===== config.mk =====
export PLATFORM = sky130hd
export DESIGN_NAME = hazard_fwd_unit
export DESIGN_NICKNAME = d
export VERILOG_FILES = /design/src/rtl/hazard_fwd_unit.sv
export SDC_FILE = /design/constraint.sdc
export NUM_CORES = 1
export LEC_CHECK = 0
export CAP_MARGIN = 20
export CORE_UTILIZATION = 47
export CTS_CLUSTER_SIZE = 16
export DETAILED_ROUTE_END_ITERATION = 7
export PLACE_DENSITY_LB_ADDON = 0.3
export SLEW_MARGIN = 20
export SYNTH_ARGS = -nofsm -noshare
export SYNTH_HDL_FRONTEND = slang
export SYNTH_SLANG_ARGS = --single-unit

===== constraint.sdc =====
create_clock -name clk -period 2.75 [get_ports clk]
set_input_delay 0.4125 -clock clk [delete_from_list [all_inputs] [get_ports clk]]
set_output_delay 0.4125 -clock clk [all_outputs]
set_load 0.05 [all_outputs]

===== src/rtl/hazard_fwd_unit.sv =====
// hazard_fwd_unit
//   Hazard, forwarding and flush controller for the 5-stage RV32I pipeline.
//   Decodes the ID instruction and tracks a shadow EX/MA/WB pipeline of
//   destination/writeback info. It produces the PC/IF-ID stall, the EX bubble,
//   the branch flush and registered ALU-operand forward selects. It also keeps
//   saturating stall/flush counters.
//
// Parameters
//   FWD_EN    : 1 = forward from MA/WB, 0 = stall on every RAW hazard
//   RF_BYPASS : 1 = write-through regfile (WB producer needs no stall)
//   CNT_W     : performance counter width
//
// Ports
//   clk, reset      : rising-edge clock, synchronous active-high reset
//   inst_Id         : instruction in ID
//   inst_Id_valid   : ID holds a real instruction
//   br_taken        : branch/jump taken in EX this cycle
//   stall_pc        : hold PC
//   stall_Id        : hold IF/ID
//   flush_Id        : load NOP into IF/ID
//   bubble_Ex       : load NOP into ID/EX
//   fwdA_sel/B_sel  : EX operand source (00 regfile, 01 MA, 10 WB)
//   stall_cnt       : stalled cycles (saturating)
//   flush_cnt       : taken-branch flushes (saturating)
module hazard_fwd_unit #(
  parameter bit          FWD_EN    = 1'b1,
  parameter bit          RF_BYPASS = 1'b1,
  parameter int unsigned CNT_W     = 16
) (
  input  logic             clk,
  input  logic             reset,
  input  logic [31:0]      inst_Id,
  input  logic             inst_Id_valid,
  input  logic             br_taken,
  output logic             stall_pc,
  output logic             stall_Id,
  output logic             flush_Id,
  output logic             bubble_Ex,
  output logic [1:0]       fwdA_sel,
  output logic [1:0]       fwdB_sel,
  output logic [CNT_W-1:0] stall_cnt,
  output logic [CNT_W-1:0] flush_cnt
);

  typedef enum logic [6:0] {
    OPC_LOAD   = 7'b0000011,
    OPC_OPIMM  = 7'b0010011,
    OPC_AUIPC  = 7'b0010111,
    OPC_STORE  = 7'b0100011,
    OPC_OP     = 7'b0110011,
    OPC_LUI    = 7'b0110111,
    OPC_BRANCH = 7'b1100011,
    OPC_JALR   = 7'b1100111,
    OPC_JAL    = 7'b1101111
  } opcode_t;

  typedef struct packed {
    logic       valid;
    logic [4:0] rd;
    logic       wr;
    logic       ld;
  } slot_t;

  localparam logic [1:0] SEL_RF = 2'b00;
  localparam logic [1:0] SEL_MA = 2'b01;
  localparam logic [1:0] SEL_WB = 2'b10;

  slot_t            r_ex, r_ma, r_wb;
  logic [1:0]       r_fwdA, r_fwdB;
  logic [CNT_W-1:0] r_stall_cnt, r_flush_cnt;

  logic [4:0] w_rs1, w_rs2, w_rd;
  logic       w_use1, w_use2, w_wr_op, w_ld, w_wr;
  logic       w_hzA_ex, w_hzB_ex, w_hzA_ma, w_hzB_ma, w_hzA_wb, w_hzB_wb;
  logic       w_raw, w_stall, w_issue;
  logic [1:0] w_selA, w_selB;
  logic       w_unused_bits;

  function automatic logic f_hz(input slot_t s, input logic used, input logic [4:0] rs);
    return s.valid && used && (rs != 5'd0) && s.wr && (s.rd == rs);
  endfunction

  assign w_rs1 = inst_Id[19:15];
  assign w_rs2 = inst_Id[24:20];
  assign w_rd  = inst_Id[11:7];

  assign w_unused_bits = ^{inst_Id[31:25], inst_Id[14:12], r_wb.ld};

  // A bubble in ID reads nothing, so it can never raise a hazard.
  always_comb begin
    w_use1  = 1'b0;
    w_use2  = 1'b0;
    w_wr_op = 1'b0;
    w_ld    = 1'b0;
    if (inst_Id_valid) begin
      case (inst_Id[6:0])
        OPC_LUI, OPC_AUIPC, OPC_JAL: w_wr_op = 1'b1;
        OPC_JALR:   begin w_use1 = 1'b1; w_wr_op = 1'b1; end
        OPC_BRANCH: begin w_use1 = 1'b1; w_use2  = 1'b1; end
        OPC_LOAD:   begin w_use1 = 1'b1; w_wr_op = 1'b1; w_ld = 1'b1; end
        OPC_STORE:  begin w_use1 = 1'b1; w_use2  = 1'b1; end
        OPC_OPIMM:  begin w_use1 = 1'b1; w_wr_op = 1'b1; end
        OPC_OP:     begin w_use1 = 1'b1; w_use2  = 1'b1; w_wr_op = 1'b1; end
        default: ;
      endcase
    end
  end

  assign w_wr = w_wr_op && (w_rd != 5'd0);

  assign w_hzA_ex = f_hz(r_ex, w_use1, w_rs1);
  assign w_hzB_ex = f_hz(r_ex, w_use2, w_rs2);
  assign w_hzA_ma = f_hz(r_ma, w_use1, w_rs1);
  assign w_hzB_ma = f_hz(r_ma, w_use2, w_rs2);
  assign w_hzA_wb = f_hz(r_wb, w_use1, w_rs1);
  assign w_hzB_wb = f_hz(r_wb, w_use2, w_rs2);

  always_comb begin
    w_raw = 1'b0;
    if (FWD_EN) begin
      w_raw = (w_hzA_ex || w_hzB_ex) && r_ex.ld;
    end else begin
      w_raw = w_hzA_ex || w_hzB_ex || w_hzA_ma || w_hzB_ma ||
              (!RF_BYPASS && (w_hzA_wb || w_hzB_wb));
    end
  end

  // Branch beats stall: the held ID instruction is on the wrong path.
  assign w_stall   = w_raw && !reset;
  assign stall_pc  = w_stall && !br_taken;
  assign stall_Id  = w_stall && !br_taken;
  assign flush_Id  = br_taken && !reset;
  assign bubble_Ex = (w_stall || br_taken) && !reset;
  assign w_issue   = inst_Id_valid && !bubble_Ex;

  // The Ex slot moves to Ma and Ma to Wb at the same edge this instruction
  // enters EX, so the newer (Ex) producer maps to the MA source.
  assign w_selA = w_hzA_ex ? SEL_MA : (w_hzA_ma ? SEL_WB : SEL_RF);
  assign w_selB = w_hzB_ex ? SEL_MA : (w_hzB_ma ? SEL_WB : SEL_RF);

  always_ff @(posedge clk) begin
    if (reset) begin
      r_ex        <= '0;
      r_ma        <= '0;
      r_wb        <= '0;
      r_fwdA      <= SEL_RF;
      r_fwdB      <= SEL_RF;
      r_stall_cnt <= '0;
      r_flush_cnt <= '0;
    end else begin
      r_wb <= r_ma;
      r_ma <= r_ex;
      if (w_issue) begin
        r_ex <= '{valid: 1'b1, rd: w_rd, wr: w_wr, ld: w_ld};
      end else begin
        r_ex <= '0;
      end
      if (w_issue && FWD_EN) begin
        r_fwdA <= w_selA;
        r_fwdB <= w_selB;
      end else begin
        r_fwdA <= SEL_RF;
        r_fwdB <= SEL_RF;
      end
      if (stall_pc && (r_stall_cnt != '1)) begin
        r_stall_cnt <= r_stall_cnt + CNT_W'(1);
      end
      if (br_taken && (r_flush_cnt != '1)) begin
        r_flush_cnt <= r_flush_cnt + CNT_W'(1);
      end
    end
  end

  assign fwdA_sel  = r_fwdA;
  assign fwdB_sel  = r_fwdB;
  assign stall_cnt = r_stall_cnt;
  assign flush_cnt = r_flush_cnt;

endmodule


==> Yosys cells after proc, flatten, opt, wreduce, memory -nomap -nowiden <==
Cells that the tools add are included.
{ "op_classes": {"addsub": 2, "multipliers": 0, "div_mod_pow": 0, "n_lt_le_gt_ge": 0, "n_eq_ne": 15, "shift": 0, "muxes": 13, "bitwise_logic": 2, "reduce_logical": 40} }
{ "op_table": {"columns": ["operator", "n"], "rows": [
  ["$add A16 B1 Y16 const B", 2],
  ["$ne A16 B16 Y1 const B", 2],
  ["$logic_and A1 B1 Y1", 25],
  ["$eq A7 B6 Y1 const B", 3],
  ["$eq A7 B7 Y1 const B", 3],
  ["$eq A5 B5 Y1", 4],
  ["$reduce_bool A5 Y1", 3],
  ["$eq A7 B5 Y1 const B", 2],
  ["$reduce_or A3 Y1", 4],
  ["$mux W1", 10],
  ["$mux W8", 1],
  ["$eq A7 B2 Y1 const B", 1],
  ["$reduce_or A7 Y1", 1],
  ["$reduce_or A6 Y1", 1],
  ["$mux W2", 2],
  ["$logic_not A1 Y1", 3],
  ["$logic_or A1 B1 Y1", 2],
  ["$not A1 Y1", 2],
  ["$reduce_or A2 Y1", 1]
]} }
{ "word_totals": {"regBits": 51, "latch_bits": 0, "ram_bits": 0, "rom_bits": 0, "inputBits": 36, "output_inout_bits": 40, "n_memories": 0} }

==> Logic depth before layout (Yosys ltp) <==
Gate-level depths: netlist of run 1.
{ "logic_depth": {"ltp_word": 17, "ltp_mapped": 8} }

==> Least setup slack after synthesis of run 1 <==
No wires, ideal clock.
{ "synth_path": {"kind": "input port to output port", "startpoint": "input port inst_Id[5]", "endpoint": "output port stall_pc", "t_arrival_ns": 2.784, "required_time_ns": 2.338, "setup_slack_ns": -0.447, "path_stages": 6, "n_path_buf": 1, "path_cell_list": "or2b_1 > a2111oi_2 > nand2_1 > o22a_1 > nor3_1 > buf_4"} }
{ "synth_between": {"elab_chain_cells": 12} }
{ "synth_rtl": {"columns": ["element", "line", "source"], "rows": [
  ["start, declared", "32", "input logic [31:0] inst_Id,"],
  ["$eq A7 B2 Y1, or another cell as far along", "96", "case (inst_Id[6:0])"],
  ["$reduce_or A6 Y1 (no source line) or $reduce_or A3 Y1 (tied branches)", null, null],
  ["$mux W1", "96", null],
  ["$mux W1", "95", "if (inst_Id_valid) begin"],
  ["$logic_and A1 B1 Y1 (4 in a row)", "80", "return s.valid && used && (rs != 5'd0) && s.wr && (s.rd == rs);"],
  ["$logic_or A1 B1 Y1 (*)", null, null],
  ["$logic_and A1 B1 Y1 (*)", "121", "w_raw = (w_hzA_ex || w_hzB_ex) && r_ex.ld;"],
  ["$logic_and A1 B1 Y1 (*)", "129", "assign w_stall = w_raw && !reset;"],
  ["$logic_and A1 B1 Y1 (*)", null, null],
  ["end, declared", "35", "output logic stall_pc,"]
]} }
Every way passes the cells marked *; elsewhere a longest branch is shown, timed or not.

==> Worst setup path in the final report of run 1 <==
{ "layout_path": {"startpoint": "input port inst_Id[20]", "endpoint": "output port stall_Id"} }
{ "layout_between": {"elab_chain_cells": 8} }
{ "layout_rtl": {"columns": ["element", "line", "source"], "rows": [
  ["$reduce_bool A5 Y1", null, null],
  ["$logic_and A1 B1 Y1 (2 in a row)", "80", null],
  ["$logic_and A1 B1 Y1 (*)", "80", null],
  ["$logic_or A1 B1 Y1 (*)", null, null],
  ["$logic_and A1 B1 Y1 (*)", "121", null],
  ["$logic_and A1 B1 Y1 (*)", "129", null],
  ["$logic_and A1 B1 Y1 (*)", "131", "assign stall_Id = w_stall && !br_taken;"],
  ["end, declared", "36", "output logic stall_Id,"]
]} }
Marked as above.

==> out/results.txt, run 1 <==
Setup TNS = 0 ns
Syn Std Cell Area = 2542 um2
CTS Hold Bufs = 0
Worst-margin pin slew = 0.5000 ns
Area grow syn2layout = 43.06%
IO Port Bufs = 65
Core area = 5172 um2
Synth Register Bits = 51
Crit end category = output pin
CTS root buf = clkbuf_8
Fillers = 417
Total grt overflow = 0
Largest net degree at the start of global routing = 43
Wire length per cell = 13.24 um
Drt total wl = 6.051 mm
Maximum fanout along the worst path = 4
Worst Path Arrival = 2.27 ns
NetSw = 0.0003259 W
Met1 WL = 2.679 mm
Slowest CP cell = clkdlybuf4s50_1
Worst skew pair latency = 0.30 ns
Syn Nets = 336
Syn_area_per_cell = 8.532 um2
F_max = 372.9 MHz
Post-DP HPWL = 4.445 mm
Post-Synthesis Cells = 298
Crit share post-route = 97.50%
Routed wl met3 = 296 um
Yosys warns = 0
H-tree levels = 2
Max Slew Vio Count = 0
Cells after DPL = 447
CTS Buf Count = 5
CTS tree = built
Die area = 5708 um2
Leak = 1.422 nW
Chip width = 75.55 um
Slowest stage delay, CP = 0.49 ns
Gr usage total = 22.20%
Status = complete, no violations
Worst hold path type = input port to register
Final min period = 2.681 ns
Drc violations = 0
Final ANT Viol Nets = 0
Pint = 0.001061 W
Vias in the first global route = 2200
Sequential area share after synthesis = 40.16%
Placement row count = 26
Share of post-route cells with drive strength above 1 = 13.44%
GP Congestion = 0.8331
WL met2 = 3.021 mm
Sw frac = 23.50%
Crit start category = input port
Vias per cell = 5.383
Highest routed metal layer = met4
Sequential standard cell area = 1021 um2
Clock share of power = 33.3%
Slew margin rel. = 66.56%
Register share of total power = 54.6%
Gate power share = 12.0%
Number of inserted diodes = 0
Die Y = 75.55 um
First-pass GRT wire length = 9.653 mm
DR pass1 iterations = 5
Final instance area = 3637 um2
Share of synthesized registers carrying an async set or reset = 0%
Final Hold Slack = 0.4554 ns
# setup viols final = 0
Yosys cell types = 44
Hold Violations, Final = 0
Number of enable flip-flop cells after synthesis = 0
Vias = 2460
Final std cells w/o fill = 457
Initial core utilization = 49.15%
Max-cap viol count = 0
WP data required = 2.34 ns
Most common cell after layout, fill and taps aside = dfxtp_1
Multi-input logic area = 1449 um2
Post-Route Utilization = 70.32%
Maximum vdd drop = 0.0003014 V
CTS clock-pin slew for the worst setup and hold paths = 0.08 ns
Worst path cell trace = clkdlybuf4s50_1, nor2_1, or4_4, buf_6, o22a_1, nor3_2, buf_4, buf_12
Cell Pwr Density = 381.2 nW/um2
Nets = 424
FF-to-FF setup slack = 0.50 ns
CTS sink cnt = 51
Clk buf depth = 2
Clock skew = 0.006645 ns
Primary FF master, synth = dfxtp_1
Initial antenna violation count = 0
# IOs = 76
Placed Area = 3461 um2
Starting DRT DRC Count = 127
Commonest non-fill, non-tap cells in the layout = dfxtp_1, clkdlybuf4s50_1, nor2_1
Crit Path Class = input port to output pin
[flip-flops by register name (all words and copies together), names as in the netlist]
signal     cells
r_ma           7
r_ex           8
fwdB_sel       2
flush_cnt     16
fwdA_sel       2
stall_cnt     16
[synth_stat cells, types with 7 or more instances]
library cell / number / area, um2
dfxtp_1: 51 / 1021
nor2_1: 37 / 138.9
nand2_1: 20 / 75.07
xor2_1: 18 / 157.7
nand4_1: 14 / 87.58
a21oi_1: 12 / 60.06
nand3_1: 12 / 60.06
nor2b_1: 12 / 75.07
nor3_1: 11 / 55.05
clkbuf_1: 10 / 37.54
or3_1: 10 / 62.56
inv_1: 9 / 33.78
o21ai_0: 9 / 45.04
xnor2_1: 9 / 78.83
and2_1: 7 / 43.79
[final cells by class]
class	instances	share of cell area [%]
timing repair buffer	94	26.01
sequential	51	28.07
tap	70	2.408
multi-input combinational	225	39.83
clock buffer	8	2.752
inverter	9	0.9288
[power groups by stage]
stage	Clock [W]	Combinational, W	Sequential (W)
3_3_place_gp	0	0.000162	0.000774
6_report	0.000462	0.000167	0.000757
3_5_place_dp	0	0.000165	0.000774
5_1_grt	0.000509	0.000180	0.000758
2_1_floorplan	0	0.0000649	0.000783
4_1_cts	0.000480	0.000167	0.000757
[cells by family after synthesis]
family                     Yosys count  share of synthesized area, %
and+or+nand+nor                    150                         31.69
DFF                                 51                         40.16
AOI/OAI and AO/OA                   37                         10.09
xor gates and xnor gates            27                         9.301
buffers and inverters               22                         3.986
muxes                                9                         3.789
adders and majority gates            2                        0.9841
[timing repair]
item / CTS / global route
endpoints found under the setup margin: 3 / 3
resized for setup: 6 / 16
setup buffers: 0 / 2
pin swaps: 2 / 8
[routing by layer]
layer / vias up / GRT usage (%)
met5: - / 0
met4: 0 / 5.556
li1: 1238 / -
met1: 1155 / 27.01
met2: 60 / 39.09
met3: 7 / 5.820
[path summary, 6_finish.rpt]
path,from,end,cells past startpoint
worst min-delay path,inst_Id[1],r_ex[1],3
worst max register to register,r_ex[4],stall_cnt[4],7
worst max-delay path,inst_Id[20],stall_Id,8
worst min register to register,r_ma[7],fwdA_sel[1],2
[worst max-delay path: cells and delay by family]
kind            cells  cell delay [ns]
compound gates      1             0.20
simple gates        3             0.72
buf+inv             4             0.92
[per-stage QoR]
stage / total power, W / worst slack, ns
final: 0.001387 / 0.06862
after global routing: 0.001448 / -0.007442
after CTS: 0.001404 / 0.02389
after detailed placement: 0.0009392 / -0.1502
after global placement: 0.0009363 / -0.1010
after floorplan: 0.0008475 / 0.04145
Note: power is estimated with default switching activity, not from simulation.
==> run 2: changes to the inputs <==
- CELL_PAD_IN_SITES_DETAIL_PLACEMENT: not set -> 2
- CELL_PAD_IN_SITES_GLOBAL_PLACEMENT: not set -> 2
- CORE_UTILIZATION: 47 -> 27
- GPL_ROUTABILITY_DRIVEN: not set -> 0
==> run 2 against run 1 <==
Against the previous run: combinational power is 8% higher; maximum frequency is 0.46% lower; clock power grew 12%; die area increased by 72%; largest power group unchanged.
==> out/results.txt, run 2 (same netlist as run 1, synthesis figures left out) <==
Status = complete, no violations
Crit share post-route = 97.96% (+0.45 points)
Crit end category = output pin
Slew margin rel. = 65.68% (-0.88 points)
Wire length per cell = 16.61 um (+25%)
Slowest CP cell = or4_4
Initial core utilization = 27.65% (-22 points)
H-tree levels = 2 (unchanged)
CTS tree = built
CTS Hold Bufs = 0 (unchanged)
Maximum fanout along the worst path = 4 (unchanged)
Cells after DPL = 491 (+9.8%)
Post-DP HPWL = 6.149 mm (+38%)
Final std cells w/o fill = 503 (+10%)
Die Y = 99.04 um (+31%)
CTS clock-pin slew for the worst setup and hold paths = 0.08 ns (about the same)
Chip width = 99.04 um (+31%)
Die area = 9809 um2 (+72%)
Initial antenna violation count = 0 (unchanged)
Starting DRT DRC Count = 39 (-69%)
Drc violations = 0 (unchanged)
Crit Path Class = input port to output pin
Fillers = 1032 (+150%)
Clk buf depth = 2 (unchanged)
Worst path cell trace = dlygate4sd2_1, or4_1, nor2_1, or4_4, buf_6, o22a_1, nor3_2, buf_4, buf_12
Slowest stage delay, CP = 0.50 ns (about the same)
Area grow syn2layout = 47.05%
WP data required = 2.34 ns (about the same)
Vias in the first global route = 2611 (+19%)
Drt total wl = 8.354 mm (+38%)
Gr usage total = 17.29% (-4.9 points)
Multi-input logic area = 1470 um2 (+1.5%)
Placement row count = 35 (+35%)
Leak = 1.435 nW (+0.89%)
Design Power = 0.001458 W (+5.1%)
Worst hold path type = register to register
IO Port Bufs = 65 (unchanged)
CTS Buf Count = 5 (unchanged)
Hold Violations, Final = 0 (unchanged)
Max Slew Vio Count = 0 (unchanged)
Number of inserted diodes = 0 (unchanged)
# setup viols final = 0 (unchanged)
Vias = 2494 (+1.4%)
Clock skew = 0.01356 ns (+0.006917 ns)
Worst Path Arrival = 2.28 ns (about the same)
Maximum vdd drop = 0.0001774 V (-41%)
Most common cell after layout, fill and taps aside = dfxtp_1
Nets = 430 (+1.4%)
Cell Pwr Density = 389.9 nW/um2 (+2.3%)
Final min period = 2.694 ns (+0.01248 ns)
Max-cap viol count = 0 (unchanged)
Core area = 9196 um2 (+78%)
CTS sink cnt = 51 (unchanged)
# IOs = 76 (unchanged)
F_max = 371.2 MHz (-0.46%)
Crit start category = input port
Share of post-route cells with drive strength above 1 = 15.31% (+1.9 points)
Vias per cell = 4.958 (-7.9%)
Sequential standard cell area = 1026 um2 (+0.49%)
First-pass GRT wire length = 13.30 mm (+38%)
Total grt overflow = 0 (unchanged)
Worst skew pair latency = 0.31 ns (about the same)
DR pass1 iterations = 4 (-1)
CTS root buf = clkbuf_8
Final ANT Viol Nets = 0 (unchanged)
Largest net degree at the start of global routing = 47 (+9.3%)
Worst-margin pin slew = 0.5132 ns (+0.01320 ns)
Commonest non-fill, non-tap cells in the layout = dfxtp_1, clkdlybuf4s50_1, nor2_1
[run 2: cell count changes in the layout (fill, tap and decap cells not counted), sizes merged]
cell          change
clkbuf            -2
dlymetal6s2s      -2
bufinv            +1
buf               +6
dlygate4sd2       +2
[run 2: through the flow]
step           setup TNS, ns  hold slack, ns  utilization [%]  area, um2  worst slack [ns]
6_report                   0          0.4866            40.65       3739           0.05614
4_1_cts                    0          0.4858            39.95       3674          0.002630
3_5_place_dp          -3.815          0.4740            38.30       3522           -0.3388
5_1_grt             -0.05445          0.5096            40.65       3739          -0.02775
2_1_floorplan              0          0.4376                -       2547           0.04145
3_3_place_gp          -1.868          0.4561            38.30       3522           -0.2260
[run 2: final cells by class]
class	count	area share, %
well taps	111	3.715
inverters	9	0.9036
clock inverters	1	0.8032
multi-input cells	225	39.32
clock buffers	6	1.941
flip-flops and latches	51	27.44
repair buffers	100	25.87
[run 2: final timing paths]
path | startpoint | endpoint | slack, ns | depth (start not counted)
setup / recovery | inst_Id[22] | stall_pc | 0.06 | 9
hold / removal | r_ma[7] | fwdB_sel[1] | 0.49 | 2
setup reg to reg | r_ex[6] | stall_cnt[4] | 0.24 | 7
hold reg to reg | r_ma[7] | fwdB_sel[1] | 0.49 | 2
[run 2: layer usage]
layer	up-vias	wire length [um]	global-route usage (%)
li1	1243	-	-
met1	1199	3782	21.14
met2	44	4224	30.66
met3	8	228	3.191
met4	0	118	5.281
met5	-	0	0
[run 2: timing repair]
item                       CTS  global route
resized for setup            9            17
pin swaps                    5            11
setup endpoints to repair    7             5
buffers inserted             4             1
[run 2: power breakdown]
| part | internal [W] | total [W] | switching (W) |
|---|---|---|---|
| logic | 0.0000873 | 0.000181 | 0.0000934 |
| registers | 0.000747 | 0.000758 | 0.0000110 |
| clock network | 0.000267 | 0.000519 | 0.000252 |
[run 2: worst max-delay path, delay by kind of cell]
family	cells	cell delay [ns]
AND/OR/NAND/NOR	4	0.88
buffers and inverters	4	0.76
AO/OA/AOI/OAI	1	0.22
